===== src/rtl/card_frame_buffer_pkg.sv =====
// card_frame_buffer_pkg
//   Shared constants for the card display path: the processor memory map
//   (slot, win/loss and clear addresses), the sprite sheet geometry, the
//   win/loss encodings and the frame buffer state type. The VGA controller
//   and the processor memory map import the same definitions.
package card_frame_buffer_pkg;

    localparam int unsigned NUM_SLOTS    = 10;
    localparam int unsigned BASE_ADDR    = 16;
    localparam int unsigned WL_ADDR      = 26;
    localparam int unsigned CLEAR_ADDR   = 27;
    localparam int unsigned SPRITE_COUNT = 14;
    localparam int unsigned BLANK_INDEX  = 13;

    localparam int unsigned SLOT_W = $clog2(SPRITE_COUNT);
    localparam int unsigned IDX_W  = $clog2(NUM_SLOTS);

    localparam logic [1:0] WL_NONE = 2'b00;
    localparam logic [1:0] WL_WIN  = 2'b01;
    localparam logic [1:0] WL_LOSS = 2'b10;

    typedef enum logic {IDLE, CLEAR} state_t;

    typedef logic [SLOT_W-1:0] slot_t;

    // Out-of-sheet sprite numbers are shown as the card back.
    function automatic slot_t sanitizeSprite(input logic [31:0] d);
        return (d < SPRITE_COUNT) ? slot_t'(d) : slot_t'(BLANK_INDEX);
    endfunction

    // The unused encoding 11 collapses to "no result".
    function automatic logic [1:0] sanitizeWinLoss(input logic [1:0] v);
        return (v == 2'b11) ? WL_NONE : v;
    endfunction

endpackage


===== src/rtl/card_frame_buffer_slot_bank.sv =====
// slot_bank
//   NUM-entry register array of W-bit slots.
//   clk, reset  : clock, synchronous active-high reset (all entries and the
//                 read register go to RESET_VAL)
//   wEn/wAddr/wData : single write port
//   load/loadData   : parallel load of all entries (wins over the write port)
//   bankData        : all entries, flattened, slot 0 in the low bits
//   rValid/rAddr/rData : registered read port; rData shows RESET_VAL when
//                        rValid is low
module slot_bank #(
    parameter int unsigned   NUM       = 10,
    parameter int unsigned   W         = 4,
    parameter int unsigned   IDXW      = 4,
    parameter logic [W-1:0]  RESET_VAL = '0
) (
    input  logic              clk,
    input  logic              reset,
    input  logic              wEn,
    input  logic [IDXW-1:0]   wAddr,
    input  logic [W-1:0]      wData,
    input  logic              load,
    input  logic [NUM*W-1:0]  loadData,
    output logic [NUM*W-1:0]  bankData,
    input  logic              rValid,
    input  logic [IDXW-1:0]   rAddr,
    output logic [W-1:0]      rData
);

    logic [NUM-1:0][W-1:0] mem;

    always_ff @(posedge clk) begin
        if (reset) begin
            mem   <= {NUM{RESET_VAL}};
            rData <= RESET_VAL;
        end else begin
            if (load) begin
                mem <= loadData;
            end else if (wEn && (wAddr < IDXW'(NUM))) begin
                mem[wAddr] <= wData;
            end
            rData <= rValid ? mem[rAddr] : RESET_VAL;
        end
    end

    assign bankData = mem;

endmodule


===== src/rtl/card_frame_buffer.sv =====
// card_frame_buffer
//   Double-buffered store of the ten on-screen card slots and the win/loss
//   flag. The processor writes a shadow bank; the shadow bank is copied to
//   the display bank only on a frame boundary so a hand update never tears.
//   A clear sequencer blanks all shadow slots, one per cycle.
//   clk, reset     : clock, synchronous active-high reset
//   cpu_wEn/cpu_addr/cpu_data : processor write port (memory mapped)
//   cpu_busy       : clear sequence running; writes are dropped
//   screenEnd      : one-cycle frame boundary pulse
//   RAMaddr        : slot read address from the VGA controller
//   cardIndex      : registered sprite index for RAMaddr (display bank)
//   winLoss        : committed win/loss state
//   commit_pending : shadow bank awaiting a frame boundary
module card_frame_buffer
    import card_frame_buffer_pkg::*;
(
    input  logic        clk,
    input  logic        reset,
    input  logic        cpu_wEn,
    input  logic [31:0] cpu_addr,
    input  logic [31:0] cpu_data,
    output logic        cpu_busy,
    input  logic        screenEnd,
    input  logic [31:0] RAMaddr,
    output logic [31:0] cardIndex,
    output logic [1:0]  winLoss,
    output logic        commit_pending
);

    state_t              state;
    logic [IDX_W-1:0]    clrCnt;
    logic [1:0]          shadowWl;

    logic                idle;
    logic                slotHit;
    logic                rdHit;
    logic [IDX_W-1:0]    cpuIdx;
    logic [IDX_W-1:0]    rdIdx;
    logic                slotWr;
    logic                wlWr;
    logic                clrWr;
    logic                commit;

    logic                shWEn;
    logic [IDX_W-1:0]    shWAddr;
    slot_t               shWData;

    logic [NUM_SLOTS*SLOT_W-1:0] shadowData;
    logic [NUM_SLOTS*SLOT_W-1:0] unusedDisplayData;
    slot_t                       unusedShadowRd;
    slot_t                       dispRd;

    // Range checks are done on the full 32-bit address so addresses below
    // BASE_ADDR cannot wrap into the slot range.
    always_comb begin
        idle    = (state == IDLE);
        slotHit = (cpu_addr >= BASE_ADDR) && (cpu_addr < BASE_ADDR + NUM_SLOTS);
        rdHit   = (RAMaddr >= BASE_ADDR) && (RAMaddr < BASE_ADDR + NUM_SLOTS);
        cpuIdx  = IDX_W'(cpu_addr - BASE_ADDR);
        rdIdx   = IDX_W'(RAMaddr - BASE_ADDR);
        slotWr  = idle && cpu_wEn && slotHit;
        wlWr    = idle && cpu_wEn && (cpu_addr == WL_ADDR);
        clrWr   = idle && cpu_wEn && (cpu_addr == CLEAR_ADDR);
        commit  = idle && screenEnd && commit_pending;
    end

    // The shadow write port is shared by processor writes (IDLE) and the
    // clear sweep (CLEAR); the two never coincide.
    always_comb begin
        shWEn   = slotWr;
        shWAddr = cpuIdx;
        shWData = sanitizeSprite(cpu_data);
        if (state == CLEAR) begin
            shWEn   = 1'b1;
            shWAddr = clrCnt;
            shWData = slot_t'(BLANK_INDEX);
        end
    end

    always_ff @(posedge clk) begin
        if (reset) begin
            state          <= IDLE;
            clrCnt         <= '0;
            shadowWl       <= WL_NONE;
            winLoss        <= WL_NONE;
            commit_pending <= 1'b0;
        end else begin
            case (state)
                IDLE: begin
                    if (commit) begin
                        winLoss <= shadowWl;
                    end
                    if (wlWr) begin
                        shadowWl <= sanitizeWinLoss(cpu_data[1:0]);
                    end
                    // A write in the commit cycle keeps the flag set: the
                    // commit copied the pre-write shadow.
                    if (slotWr || wlWr) begin
                        commit_pending <= 1'b1;
                    end else if (commit) begin
                        commit_pending <= 1'b0;
                    end
                    if (clrWr) begin
                        state  <= CLEAR;
                        clrCnt <= '0;
                    end
                end
                CLEAR: begin
                    shadowWl <= WL_NONE;
                    if (clrCnt == IDX_W'(NUM_SLOTS - 1)) begin
                        state          <= IDLE;
                        clrCnt         <= '0;
                        commit_pending <= 1'b1;
                    end else begin
                        clrCnt <= clrCnt + 1'b1;
                    end
                end
                default: state <= IDLE;
            endcase
        end
    end

    assign cpu_busy  = (state == CLEAR);
    assign cardIndex = 32'(dispRd);

    slot_bank #(
        .NUM       (NUM_SLOTS),
        .W         (SLOT_W),
        .IDXW      (IDX_W),
        .RESET_VAL (slot_t'(BLANK_INDEX))
    ) shadowBank (
        .clk      (clk),
        .reset    (reset),
        .wEn      (shWEn),
        .wAddr    (shWAddr),
        .wData    (shWData),
        .load     (1'b0),
        .loadData ('0),
        .bankData (shadowData),
        .rValid   (1'b0),
        .rAddr    ('0),
        .rData    (unusedShadowRd)
    );

    slot_bank #(
        .NUM       (NUM_SLOTS),
        .W         (SLOT_W),
        .IDXW      (IDX_W),
        .RESET_VAL (slot_t'(BLANK_INDEX))
    ) displayBank (
        .clk      (clk),
        .reset    (reset),
        .wEn      (1'b0),
        .wAddr    ('0),
        .wData    ('0),
        .load     (commit),
        .loadData (shadowData),
        .bankData (unusedDisplayData),
        .rValid   (rdHit),
        .rAddr    (rdIdx),
        .rData    (dispRd)
    );

endmodule

===== config.mk =====
export PLATFORM = sky130hd
export DESIGN_NAME = card_frame_buffer
export DESIGN_NICKNAME = d
export VERILOG_FILES = /design/src/rtl/card_frame_buffer_pkg.sv /design/src/rtl/card_frame_buffer_slot_bank.sv /design/src/rtl/card_frame_buffer.sv
export SDC_FILE = /design/constraint.sdc
export NUM_CORES = 1
export LEC_CHECK = 0
export BUFFER_PORTS_ARGS = -buffer_cell sky130_fd_sc_hd__clkbuf_2
export CORE_MARGIN = 2
export CORE_UTILIZATION = 31
export DETAILED_ROUTE_END_ITERATION = 10
export SYNTH_ARGS = -nofsm -noshare
export SYNTH_HDL_FRONTEND = slang
export SYNTH_HIERARCHICAL = 1
export SYNTH_SLANG_ARGS = --single-unit

===== constraint.sdc =====
create_clock -name clk -period 2.4 [get_ports clk]
set_input_delay 0.48 -clock clk [delete_from_list [all_inputs] [get_ports clk]]
set_output_delay 0.48 -clock clk [all_outputs]
set_load 0.01 [all_outputs]

* Yosys cells after proc, flatten, opt, wreduce, memory -nomap -nowiden *
Cells that the tools add are included.

operators by class
  add/sub/neg operators = 3
  magnitude comparators = 9
  eq/ne operators = 8
  multiplexer cells = 22
  bitwise operators = 2
  reductions and logical operators = 14

operator list
  operator                                                             count
  == test 32 x 5 -> 1 bit (second input constant)                      2
  greater-or-equal comparator 32 x 5 -> 1 bit (second input constant)  2
  less-than comparator 32 x 5 -> 1 bit (second input constant)         2
  bitwise mux 40 bit                                                   1
  less-than comparator 32 x 4 -> 1 bit (second input constant)         1
  two-way mux 4 bit                                                    7
  binary-select mux 4 bit (select 4 bit)                               1
  demux 4 bit (select 4 bit)                                           1
  logical AND 1 bit                                                    10
  less-than comparator 4 x 5 -> 1 bit (second input constant)          2
  case mux 4 bit (2 select lines)                                      1
  subtractor 4 x 1 -> 4 bit (second input constant)                    2
  two-way mux 1 bit                                                    6
  != test 2 x 1 -> 1 bit (second input constant)                       3
  adder 4 x 1 -> 4 bit (second input constant)                         1
  == test 4 bit (second input constant)                                1
  greater-or-equal comparator 4 x 1 -> 1 bit (second input constant)   1
  less-than comparator 4 bit (second input constant)                   1
  two-way mux 2 bit                                                    2
  case mux 1 bit (2 select lines)                                      2
  case mux 2 bit (2 select lines)                                      1
  AND reduction 2 bit                                                  2
  != test 3 x 1 -> 1 bit (second input constant)                       1
  == test 2 bit (second input constant)                                1
  other kinds (3)                                                      4

word-level totals
  flip-flop bits (word level) = 94
  output and inout bits = 36

* Longest topological paths before layout *
  depth after elaboration = 7
  depth in mapped cells = 8
  gate-level depth less buffers = 7

* By module *
The synthesis kept the hierarchy.

modules (own cells, without submodules)
  module             times used  cells an instance  area an instance (µm²)  seq. area each (µm²)
  slot_bank          2           289                2402.3                  880.8
  card_frame_buffer  1           130                1036.0                  200.2

* Worst setup path before layout *
No wires, ideal clock.

  path type = input port to flip-flop
  start point = in cpu_addr[18]
  end point = reg shadowBank.mem (netlist bit shadowBank/bankData[35])
  arrival = 2.129 ns
  data required time = 2.263 ns
  path slack = 0.135 ns
  cell stages on the path = 8
  buffers on the path = 1
  cell sequence = nor4_2 -> nand4_2 -> nor3_1 -> a21o_1 -> or3b_1 -> buf_6 -> o21ai_1 -> a31oi_1

on the way
  longest elaborated chain between the ends = 5
  elaborated cells on any way between the ends = 6

ends and longest elaborated chain
  what                                                                                                        line                               source
  start: declaration                                                                                          card_frame_buffer.sv:20            input logic [31:0] cpu_addr,
  greater-or-equal comparator 32 x 5 -> 1 bit / less-than comparator 32 x 5 -> 1 bit (equally long branches)  card_frame_buffer.sv:57            slotHit = (cpu_addr >= BASE_ADDR) && (cpu_addr < BASE_ADDR + NUM_SLOTS);
  logical AND 1 bit *                                                                                         card_frame_buffer.sv:57
  logical AND 1 bit *                                                                                         card_frame_buffer.sv:61            slotWr = idle && cpu_wEn && slotHit;
  two-way mux 1 bit *                                                                                         card_frame_buffer.sv:73            if (state == CLEAR) begin
  via shWEn                                                                                                   card_frame_buffer.sv:44            logic shWEn;
  logical AND 1 bit *                                                                                         card_frame_buffer_slot_bank.sv:38  end else if (wEn && (wAddr < IDXW'(NUM))) begin
  end signal: assignment                                                                                      card_frame_buffer_slot_bank.sv:33  mem <= {NUM{RESET_VAL}};
  end signal: assignment                                                                                      card_frame_buffer_slot_bank.sv:37  mem <= loadData;
  end signal: indexed assignment                                                                              card_frame_buffer_slot_bank.sv:39  mem[wAddr] <= wData;
  end: declaration                                                                                            card_frame_buffer_slot_bank.sv:29  logic [NUM-1:0][W-1:0] mem;

The timed path passes the listed nets; every way through them passes the cells marked *.
A chain may end at the register's enable or synchronous reset.

* Worst setup path in the final report *
  start point = reg state (netlist: cpu_busy)
  end point = reg shadowBank.mem (netlist bit shadowBank/bankData[21])

on the way
  elaborated cells on any way between the ends = 14

RTL lines
  what                             line                               source
  start: declaration               card_frame_buffer.sv:30            state_t state;
  start signal: assignment         card_frame_buffer.sv:82            state <= IDLE;
  start signal: assignment         card_frame_buffer.sv:104           state <= CLEAR;
  start signal: assignment         card_frame_buffer.sv:111           state <= IDLE;
  NOT 1 bit                        n/a
  logical AND 1 bit (2 in series)  card_frame_buffer.sv:61
  two-way mux 1 bit *              card_frame_buffer.sv:73
  via shWEn                        card_frame_buffer.sv:44
  logical AND 1 bit *              card_frame_buffer_slot_bank.sv:38

Marks and branches as above.

==> impl_metrics.tcl <==
set metrics [dict create \
    drv_cap 0 \
    timing_hold_violations_final 0 \
    r2r_start "cpu_busy" \
    drc 0 \
    routedWlPerCell_um 14.81 \
    syn2layout_area_growth_pct 22.37 \
    core_area_um2 17120 \
    first_iter_violations 425 \
    end_kind "flip-flop" \
    r2r.worst_path.cells 9 \
    max_slew.worst_pin.slew_ns 0.6734 \
    multiInputGateArea_um2 3323 \
    post-route-period-util 0.8967 \
    clkTransAtPathRegs_ns 0.07 \
    grt_max_degree 59 \
    clockBufferDepth 2 \
    fin_setup_tns_ns 0 \
    cts.sinks 94 \
    finalPower_uw 3591 \
    dp_hpwl_um 10930 \
    p_clk_frac 0.426 \
    p_int_uw 2646 \
    ios 136 \
    rows 48 \
    leakagePower_uw 0.002487 \
    p_switching_uw 945.0 \
    h-tree-depth 3 \
    slew_violations 0 \
    syn_area_um2 5375 \
    endpoint "shadowBank/bankData[21]" \
    via_per_inst 5.067 \
    met3_usage 0.03928 \
    die_h_um 135.7 \
    start_util 0.3140 \
    n_fill_cell 1773 \
    pwr-share-seq 0.459 \
    rsz0062_at_grt "no" \
    crit_required_ns 2.67 \
    finalCriticalPeriod_ns 2.152 \
    hold_depth 3 \
    crit_path_start "cpu_busy" \
    worstSetupPathType "reg2reg" \
    grt_pass1_wl_um 25450 \
    insertion_delay_ns 0.36 \
    die_w_um 135.7 \
    first_pass_iters 4 \
    reg2reg_slack_ns 0.25 \
    hp-class "in2reg" \
    grt_busiest_layer "met2" \
    use_met2 0.2699 \
    path_max_fanout 10 \
    root_buffer "clkbuf_16" \
    p_per_area_nw_per_um2 546.0 \
    vias 5351 \
    gp_congestion 0.7847 \
    max_slew_margin 0.5490 \
    grt_overflow 0 \
    drive_above_1_share 0.2130 \
    antenna_left 0 \
    nets 928 \
    grt_pass1_vias 4960 \
    cts_buffers 9 \
    crit_arrival_ns 2.42 \
    grt_use_met1 0.2467 \
    peakVddDrop_uv 374.4 \
    totalWireLength_um 15640 \
    seqCellArea_um2 1882 \
    p_sw_frac 0.2631 \
    finClkSkew_ns 0.007871 \
    crit_path_start_kind "flip-flop" \
    r2r-end "shadowBank/bankData[21]" \
    io_buffers 107 \
    finalSetupViolCount 0 \
    syn_avg_cell_area_um2 8.083 \
    antenna_found_initial 0 \
    syn-instance-count 665 \
    status "finished, final reports clean" \
    fmax_mhz 464.7 \
    power_frac_comb 0.116 \
    dieArea_um2 18410 \
    grt_use_total 0.1748 \
    tritoncts "done" \
    diodes 0 \
    ys_warn_count 6 \
]
==> placed cells by master, fill, tap and decap left out, types with 4 or more instances in the layout <==
master	instances
o21ai_1	43
clkbuf_16	9
buf_4	23
dfxtp_1	94
nand2_1	12
nor3_1	64
o221ai_1	4
clkbuf_2	107
a31oi_1	60
nand4_1	5
conb_1	110
a311oi_1	20
nand3b_1	7
o21ai_0	44
mux2_2	13
nor2_1	32
inv_1	5
nor4_1	14
mux2i_1	4
a21oi_1	5
nand2b_1	10
o22ai_1	4
nand3_1	81
and3b_1	4
==> how the worst min path moves through the flow <==
stage	slack [ns]	from	to
final	0.41	cpu_data[0]	shadowWl[0]
after global routing	0.43	cpu_data[0]	shadowWl[0]
after CTS	0.40	cpu_data[0]	shadowWl[0]
after detailed placement	0.45	shadowWl[1]	shadowWl[1]
after global placement	0.45	shadowWl[1]	shadowWl[1]
after floorplan	0.43	shadowWl[0]	shadowWl[0]
==> power by group through the flow <==
stage                     registers [uW]  clock network, uW  logic, uW
after global routing                1650               1620        468
after CTS                           1650               1560        386
after floorplan                     1670                  0        307
final                               1650               1530        416
after global placement              1680                  0        382
after detailed placement            1680                  0        385
==> layout make-up <==
cell class                 count  share of cell area
clock buffer                  11             0.03842
clock inverter                 5            0.009701
inverter                       7            0.003995
multi-input combinational    582              0.5052
sequential                    94              0.2861
tap                          225             0.04280
timing repair buffer         132              0.1138
==> registers in the layout (all words and copies together), names as in the netlist <==
register / count
shadowWl: 2
clrCnt: 4
winLoss: 2
cpu_busy: 1
displayBank/rData: 4
shadowBank/bankData: 40
commit_pending: 1
displayBank/bankData: 40
==> stage by stage <==
| step | hold slack (ns) | worst slack [ns] | area, um2 | utilization | std cells |
|---|---|---|---|---|---|
| after global placement | 0.4504 | -0.01584 | 6259 | 0.3656 | 1040 |
| final | 0.4143 | 0.2479 | 6578 | 0.3843 | 1056 |
| after global routing | 0.4270 | 0.01654 | 6578 | 0.3843 | 1056 |
| after CTS | 0.4028 | 0.05014 | 6575 | 0.3841 | 1056 |
| after detailed placement | 0.4518 | -0.05546 | 6259 | 0.3656 | 1040 |
| after floorplan | 0.4341 | 0.1347 | 5784 | - | 774 |
==> critical path, cell delays in order (launching register included) <==
cell      delay [ns]
dfxtp_1         0.32
nor4b_2         0.27
nand4_1         0.14
nor3_1          0.28
a21o_1          0.18
buf_4           0.14
and3b_1         0.18
buf_4           0.17
nand3_1         0.10
a311oi_1        0.27
==> what timing repair did <==
action                     CTS  global route
setup buffers                0             0
gates resized for setup      0             1
setup endpoints to repair    0            10
hold buffers                 0             0
==> metal layers <==
metal	part of all wire	up-vias
li1	-	2701
met1	0.48	2432
met2	0.44	206
met3	0.068	12
met4	0.010	0
met5	0	-
Power figures use the tool's default switching activity.
